<file path="src/rtl/can_bit_destuffer.sv">
// CAN / CAN-FD bit destuffer: strips dynamic and fixed stuff bits from the sampled
// bit stream, flags stuff-rule violations and counts dynamic stuff bits modulo 8.
module can_bit_destuffer #(
    parameter int STUFF_LEN = 5,
    parameter int FIXED_LEN = 4,
    parameter int CNT_W     = $clog2(16)
) (
    input  logic       clk,
    input  logic       reset,
    input  logic       sp,
    input  logic       rx,
    input  logic       restart,
    input  logic       stuff_en,
    input  logic       fixed_mode,
    output logic       bit_valid,
    output logic       bit_out,
    output logic       stuff_bit,
    output logic       stuff_err,
    output logic       err_flag,
    output logic [2:0] stuff_cnt
);

    localparam logic [CNT_W-1:0] STUFF_LEN_C = CNT_W'(STUFF_LEN);
    localparam logic [CNT_W-1:0] FIXED_LEN_C = CNT_W'(FIXED_LEN);

    typedef enum logic {ST_RUN, ST_ERROR} state_t;

    state_t           state_q;
    logic             last_bit_q;
    logic             pending_q;
    logic             fixed_prev_q;
    logic [CNT_W-1:0] run_q;
    logic [CNT_W-1:0] fixed_cnt_q;
    logic [CNT_W-1:0] run_d;
    logic             bit_valid_q;
    logic             bit_out_q;
    logic             stuff_bit_q;
    logic             stuff_err_q;
    logic             err_flag_q;
    logic [2:0]       stuff_cnt_q;

    function automatic logic [CNT_W-1:0] sat_inc(input logic [CNT_W-1:0] v);
        return (v == {CNT_W{1'b1}}) ? v : v + 1'b1;
    endfunction

    // Run length after accepting rx as a data bit.
    always_comb begin
        run_d = 1;
        if (rx == last_bit_q)
            run_d = sat_inc(run_q);
    end

    always_ff @(posedge clk) begin
        if (!reset) begin
            state_q      <= ST_RUN;
            last_bit_q   <= 1'b1;
            pending_q    <= 1'b0;
            fixed_prev_q <= 1'b0;
            run_q        <= '0;
            fixed_cnt_q  <= '0;
            bit_valid_q  <= 1'b0;
            bit_out_q    <= 1'b0;
            stuff_bit_q  <= 1'b0;
            stuff_err_q  <= 1'b0;
            err_flag_q   <= 1'b0;
            stuff_cnt_q  <= '0;
        end else begin
            bit_valid_q <= 1'b0;
            stuff_bit_q <= 1'b0;
            stuff_err_q <= 1'b0;
            if (restart) begin
                state_q      <= ST_RUN;
                last_bit_q   <= 1'b1;
                pending_q    <= 1'b0;
                fixed_prev_q <= 1'b0;
                run_q        <= '0;
                fixed_cnt_q  <= '0;
                err_flag_q   <= 1'b0;
                stuff_cnt_q  <= '0;
            end else if (sp && state_q == ST_RUN) begin
                if (!stuff_en) begin
                    bit_valid_q  <= 1'b1;
                    bit_out_q    <= rx;
                    last_bit_q   <= rx;
                    run_q        <= '0;
                    pending_q    <= 1'b0;
                    fixed_cnt_q  <= '0;
                    fixed_prev_q <= 1'b0;
                end else if (fixed_mode) begin
                    // First bit after entering fixed mode, or every FIXED_LEN+1th, is a stuff bit.
                    fixed_prev_q <= 1'b1;
                    run_q        <= '0;
                    pending_q    <= 1'b0;
                    if (!fixed_prev_q || fixed_cnt_q >= FIXED_LEN_C) begin
                        if (rx == last_bit_q) begin
                            stuff_err_q <= 1'b1;
                            err_flag_q  <= 1'b1;
                            state_q     <= ST_ERROR;
                        end else begin
                            stuff_bit_q <= 1'b1;
                            last_bit_q  <= rx;
                            fixed_cnt_q <= '0;
                        end
                    end else begin
                        bit_valid_q <= 1'b1;
                        bit_out_q   <= rx;
                        last_bit_q  <= rx;
                        fixed_cnt_q <= sat_inc(fixed_cnt_q);
                    end
                end else begin
                    fixed_prev_q <= 1'b0;
                    fixed_cnt_q  <= '0;
                    if (pending_q) begin
                        if (rx == last_bit_q) begin
                            stuff_err_q <= 1'b1;
                            err_flag_q  <= 1'b1;
                            state_q     <= ST_ERROR;
                        end else begin
                            // The stuff bit opens the next run.
                            stuff_bit_q <= 1'b1;
                            stuff_cnt_q <= stuff_cnt_q + 3'd1;
                            run_q       <= CNT_W'(1);
                            last_bit_q  <= rx;
                            pending_q   <= 1'b0;
                        end
                    end else begin
                        bit_valid_q <= 1'b1;
                        bit_out_q   <= rx;
                        last_bit_q  <= rx;
                        run_q       <= run_d;
                        pending_q   <= (run_d == STUFF_LEN_C);
                    end
                end
            end
        end
    end

    assign bit_valid = bit_valid_q;
    assign bit_out   = bit_out_q;
    assign stuff_bit = stuff_bit_q;
    assign stuff_err = stuff_err_q;
    assign err_flag  = err_flag_q;
    assign stuff_cnt = stuff_cnt_q;

endmodule

</file>
<file path="config.mk">
export PLATFORM = sky130hd
export DESIGN_NAME = can_bit_destuffer
export DESIGN_NICKNAME = d
export VERILOG_FILES = /design/src/rtl/can_bit_destuffer.sv
export SDC_FILE = /design/constraint.sdc
export NUM_CORES = 1
export LEC_CHECK = 0
export ABC_AREA = 0
export CAP_MARGIN = 20
export CORE_ASPECT_RATIO = 2
export CORE_UTILIZATION = 35
export CTS_BUF_LIST = sky130_fd_sc_hd__clkbuf_8
export CTS_CLUSTER_DIAMETER = 100
export DETAILED_ROUTE_END_ITERATION = 7
export GPL_TIMING_DRIVEN = 0
export HOLD_SLACK_MARGIN = 0.08
export PLACE_DENSITY_LB_ADDON = 0.15
export SETUP_SLACK_MARGIN = 0.1
export SYNTH_ARGS = -nofsm -noshare
export SYNTH_HDL_FRONTEND = slang
export SYNTH_SLANG_ARGS = --single-unit
</file>
<file path="constraint.sdc">
create_clock -name clk -period 1.8 [get_ports clk]
set_clock_uncertainty 0.2 [all_clocks]
set_input_delay 0.18 -clock clk [delete_from_list [all_inputs] [get_ports clk]]
set_output_delay 0.18 -clock clk [all_outputs]
set_load 0.02 [all_outputs]
</file>
; After elaboration in Yosys (flattened, before gate mapping)
; Cells that the tools add are included.
[classes]
n_addsub = 3
magnitude_cmp = 1
n_eq_ne = 10
mux = 45
bitwise_logic = 7
n_reduce_logical = 12
[ops]
columns = operator, count
row1 = two-way mux 4 bit, 11
row2 = two-way mux 1 bit, 34
row3 = "!= test 4 bit, second input constant", 3
row4 = "adder 4 x 1 -> 4 bit, second input constant", 2
row5 = "equality test 4 bit, second input constant", 2
row6 = AND reduction 4 bit, 2
row7 = NOT 1 bit, 7
row8 = "!= test 3 bit, second input constant", 2
row9 = AND reduction 5 bit, 1
row10 = "equality test 4 x 3 -> 1 bit, second input constant", 1
row11 = "greater-or-equal comparator 4 x 3 -> 1 bit, second input constant", 1
row12 = OR reduction 4 bit, 1
row13 = "adder 3 x 1 -> 3 bit, second input constant", 1
row14 = AND reduction 3 bit, 1
row15 = OR reduction 3 bit, 1
row16 = "!= test 2 x 1 -> 1 bit, second input constant", 1
row17 = AND reduction 2 bit, 1
row18 = nonzero test 2 bit, 1
row19 = OR reduction 2 bit, 1
row20 = equality test 1 bit, 1
row21 = logical AND 1 bit, 1
row22 = zero test 1 bit, 1
row23 = logical OR 1 bit, 1
[word_totals]
register_bits = 20
input_bits = 7
out_inout_bits = 8
word_cells = 90

; Depth between registers and ports, before layout
[depth]
ltp_word = 7
ltp_mapped = 5
ltp_nobuf = 5

; Worst setup path before layout
; OpenSTA, ideal clock, no wires.
[synth_timing]
path_type = reg2reg
startpoint = reg run_q[0]
endpoint = reg run_q[1]
setup_time_ps = 117
t_arrival_ps = 1202
t_required_ps = 1483
slack_ps = 281
path_stages_with_launch = 6
path_buffers = 0
synth_period_minus_slack_ps = 1519
cell_sequence = dfxtp_1 > ha_1 > and3_1 > nor2_1 > o21ai_0 > a32o_1
[synth_via]
elab_chain_cells = 6
elab_cells_between_ends = 7
classes_between = add/sub (1) / eq/ne (1) / mux (5)
[synth_lines]
columns = item, line_no
row1 = start: declaration, 32  ; logic [CNT_W-1:0] run_q;
row2 = start signal: assignment, 130  ; run_q <= run_d;
row3 = adder 4 x 1 -> 4 bit / equality test 4 bit (equally long branches), 43  ; return (v == {CNT_W{1'b1}}) ? v : v + 1'b1;
row4 = two-way mux 4 bit *, 43
row5 = two-way mux 4 bit *, 49  ; if (rx == last_bit_q)
row6 = two-way mux 4 bit *, 113  ; if (pending_q) begin
row7 = two-way mux 4 bit *, 89  ; end else if (fixed_mode) begin
row8 = two-way mux 4 bit *, 81  ; if (!stuff_en) begin
; Every way passes the cells marked *; elsewhere a longest branch is shown, timed or not.
; A chain may end at the register's enable or synchronous reset.

; Worst setup path in the final report
[layout_timing]
startpoint = in rx
endpoint = reg stuff_cnt_q[2] (netlist: stuff_cnt[2])
[layout_via]
elab_chain_cells = 3
[layout_lines]
columns = item, line_no
row1 = start: declaration, 11  ; input logic rx,
row2 = equality test 1 bit, 114  ; if (rx == last_bit_q) begin
row3 = NOT 1 bit (no line), -
row4 = AND reduction 5 bit (no line), -
row5 = end signal: assignment, 121  ; stuff_cnt_q <= stuff_cnt_q + 3'd1;
row6 = end: declaration, 40  ; logic [2:0] stuff_cnt_q;
; Every way passes these cells.

==> metrics.md <==
| Metric | Value |
|---|---|
| Outcome | completed |
| Nets | roughly 140 |
| CP endpoint | stuff_cnt[2] |
| Num CTS Buffers | 3 |
| Antenna Nets Post-Route | 0 |
| Global route overflow | 0 |
| Clock Tree Buf Depth | 2 |
| Most common cell after layout, fill and taps aside | dfxtp_1 |
| CP startpoint | rx |
| CP bufs+invs | 1 |
| Design Area, Final | around 1200 um^2 |
| Commonest cells after routing, fill and taps aside | dfxtp_1, clkdlybuf4s50_1, nor2_1 |
| Max_slew headroom | 0.723 |
| Layout cells sized above 1 | 0.152 |
| VDD IR-drop max | ~0.00036 V |
| Wire length of the first global-routing pass | about 3300 um |
| Arrival @ worst endpoint | about 1.6 ns |
| Die Width | 39.1 um |
| Largest net degree at the start of global routing | 12 |
| Die Y-Extent | ~76 um |
| Post-Synthesis Cells | about 110 |
| Final core occ | 0.480 |
| CTS tree | yes |
| Period utilization | 0.906 |
| Final wirelength | between 1500 and 2000 um |
| # IOs | 15 |
| Net Count, Synth | 116 |
| CTS clk-pin slew, worst paths | 0.07 ns |
| TritonCTS Sinks | 20 |
| Flops & latches, synth | 20 |
| Pre-CTS setup slack | -0.154 ns |
| Final setup vio count | 0 |
| # DRC | 0 |
| Core ar. | between 2000 and 3000 um^2 |
| Row cnt | 26 |
| RePlAce Congestion | about 0.74 |
| Crit end category | flop |
| DR iter-0 viols | 2 |
| Type of the worst setup path | in -> reg |
| H-tree levels | 1 |
| Gr usage total | 0.154 |
| Hold Crit Class | in -> reg |
| Post-Syn Area per Cell | around 9 um^2 |
| Max incr delay on CP | 0.64 ns |
| First-pass iteration count of the detailed router | 4 |
| R2r worst-path depth | 5 |
| Reg-to-reg endpoint | run_q[1] |
| Total Die Area | roughly 3000 um^2 |
| Reg2reg start | run_q[0] |
| P&R area growth vs syn | 28.3% |
| Hold_buf cts | 0 |
| FMAX | ~0.6 GHz |
| Worst skew pair latency | about 0.26 ns |
| Yosys cell types | 37 |
| Area after DPL | between 1000 and 1500 um^2 |
| Min Clock Period, post-route | 1.63 ns |
| Crit path launch type | input port |
| CP max FO | 4 |
| Reg2reg setup slack | ~0.20 ns |
| CTS Root Cell | clkbuf_8 |
| Pleak | 0.496 nW |
| Detailed placement HPWL | between 1500 and 2000 um |
| Number of I/O port buffers | 14 |
| Mapped cell area | slightly below 1000 um^2 |
| Vias in the first global route | 789 |
| Initial Util | 0.374 |
| WP depth | 5 |
| Final setup TNS | 0 ns |
| Initial antenna violation count | 0 |
| WL per Instance | between 10 and 15 um |
| Yosys warning count | 0 |
| Inserted Diodes | 0 |
| CP delay by family, top | buffers and inverters |
| Critical path, cell by cell | clkdlybuf4s50_1, xnor2_2, nor3_4, a21oi_1, a31o_2 |
| Final WS setup | ~0.17 ns |
| P per Cell Area | approximately 710 nW/um^2 |
| Slowest CP cell | clkdlybuf4s50_1 |
| Vias per cell | 5.39 |
| Crit path required time | 1.76 ns |
| RSZ-0062 raised after global routing | true |
| Max-Cap Viols | 0 |
| Pins Over Slew Limit | 0 |
| Sequential fraction of the synthesis area | 0.417 |
| Final hold violations | 0 |
| Routed vias | a little over 800 |
| Worst slew pin tran | between 0.4 and 0.5 ns |
-- area by class of cell --
type,count,area [um^2]
fillers,248,1340
multi-input cells,81,568
flip-flops and latches,20,402
repair buffers,15,153
clock buffers,4,55.1
well taps,28,35.0
inverters,3,11.3
plain buffers,2,8.76
-- registers in the layout, summed over array words and instances (netlist names) --
name and count:
run_q 4, err_flag 1, fixed_cnt_q 4, bit_valid 1
state_q 1, fixed_prev_q 1, last_bit_q 1, stuff_err 1
stuff_cnt 3, stuff_bit 1, bit_out 1, pending_q 1
-- worst min path at each step --
stage                     startpoint    endpoint  slack (ns)  cells past startpoint
final                          reset     bit_out        0.08                      2
after global routing           reset     bit_out        0.09                      2
after CTS                   err_flag    err_flag        0.26                      1
after detailed placement    err_flag    err_flag        0.24                      1
after global placement      err_flag    err_flag        0.24                      1
after floorplan                   rx  last_bit_q        0.10                      2
-- logic make-up (layout without fill, tap and decap cells) --
family | Yosys count | in the layout | synth area share
simple gates | 49 | 49 | 0.315
compound gates | 23 | 23 | 0.151
flops | 20 | 20 | 0.417
buf+inv | 5 | 24 | 0.0208
xor+xnor | 4 | 4 | 0.0365
fa+ha+maj | 3 | 3 | 0.0391
mux | 2 | 2 | 0.0208
-- synth_stat cells --
cell type | count | area, um^2
nor2_1 | 11 | 41.3
a21oi_1 | 8 | 40.0
dfxtp_1 | 20 | 400
nor2b_1 | 6 | 37.5
a32o_1 | 1 | 10.0
nand4_1 | 1 | 6.26
nand3_1 | 4 | 20.0
nor4_4 | 1 | 21.3
nor3_2 | 1 | 10.0
nand3b_1 | 1 | 7.51
o21ai_1 | 1 | 5.00
ha_1 | 3 | 37.5
xor2_1 | 2 | 17.5
o211ai_1 | 1 | 7.51
a41oi_1 | 1 | 8.76
a211oi_1 | 1 | 7.51
a31oi_1 | 1 | 6.26
nor4_1 | 3 | 18.8
and3_2 | 1 | 7.51
nand2_1 | 8 | 30.0
buf_2 | 1 | 5.00
a31o_2 | 1 | 8.76
nand4bb_2 | 1 | 16.3
or2_1 | 1 | 6.26
or3b_4 | 1 | 11.3
inv_1 | 3 | 11.3
o21ai_0 | 5 | 25.0
clkbuf_1 | 1 | 3.75
and3_1 | 1 | 6.26
mux2i_1 | 2 | 20.0
a21o_1 | 2 | 15.0
nor3_4 | 1 | 16.3
a41o_2 | 1 | 11.3
nand2b_1 | 3 | 18.8
nor3_1 | 3 | 15.0
and4bb_2 | 1 | 12.5
xnor2_1 | 2 | 17.5
-- where the power goes --
group	internal [W]	leakage, nW	total (W)	switching, W
clock	0.000195	0.0288	0.000338	0.000143
combinational	0.0000388	0.305	0.0000891	0.0000503
sequential	0.000447	0.162	0.000452	0.00000410
-- through the flow --
stage | hold slack (ns) | std cells | total power, W
2_1_floorplan | 0.104 | 106 | 0.000510
3_5_place_dp | 0.243 | 148 | 0.000546
5_1_grt | 0.0884 | 153 | 0.000922
4_1_cts | 0.261 | 152 | 0.000889
3_3_place_gp | 0.240 | 148 | 0.000544
6_report | 0.0814 | 153 | 0.000878
-- timing repair --
action / CTS / global route
buffers inserted: 0 / 1
gates resized for setup: 0 / 8
setup endpoints to repair: 0 / 11
-- routing by layer --
| layer | vias to the layer above | routed length, um | part of all wire | track usage |
|---|---|---|---|---|
| li1 | 416 | - | - | - |
| met1 | 393 | 766 | 0.39 | 0.166 |
| met2 | 11 | 1090 | 0.56 | 0.267 |
| met3 | 4 | 39 | 0.020 | 0.0175 |
| met4 | 0 | 42 | 0.022 | 0.0828 |
| met5 | - | 0 | 0 | 0 |
Note: power is estimated with default switching activity, not from simulation.
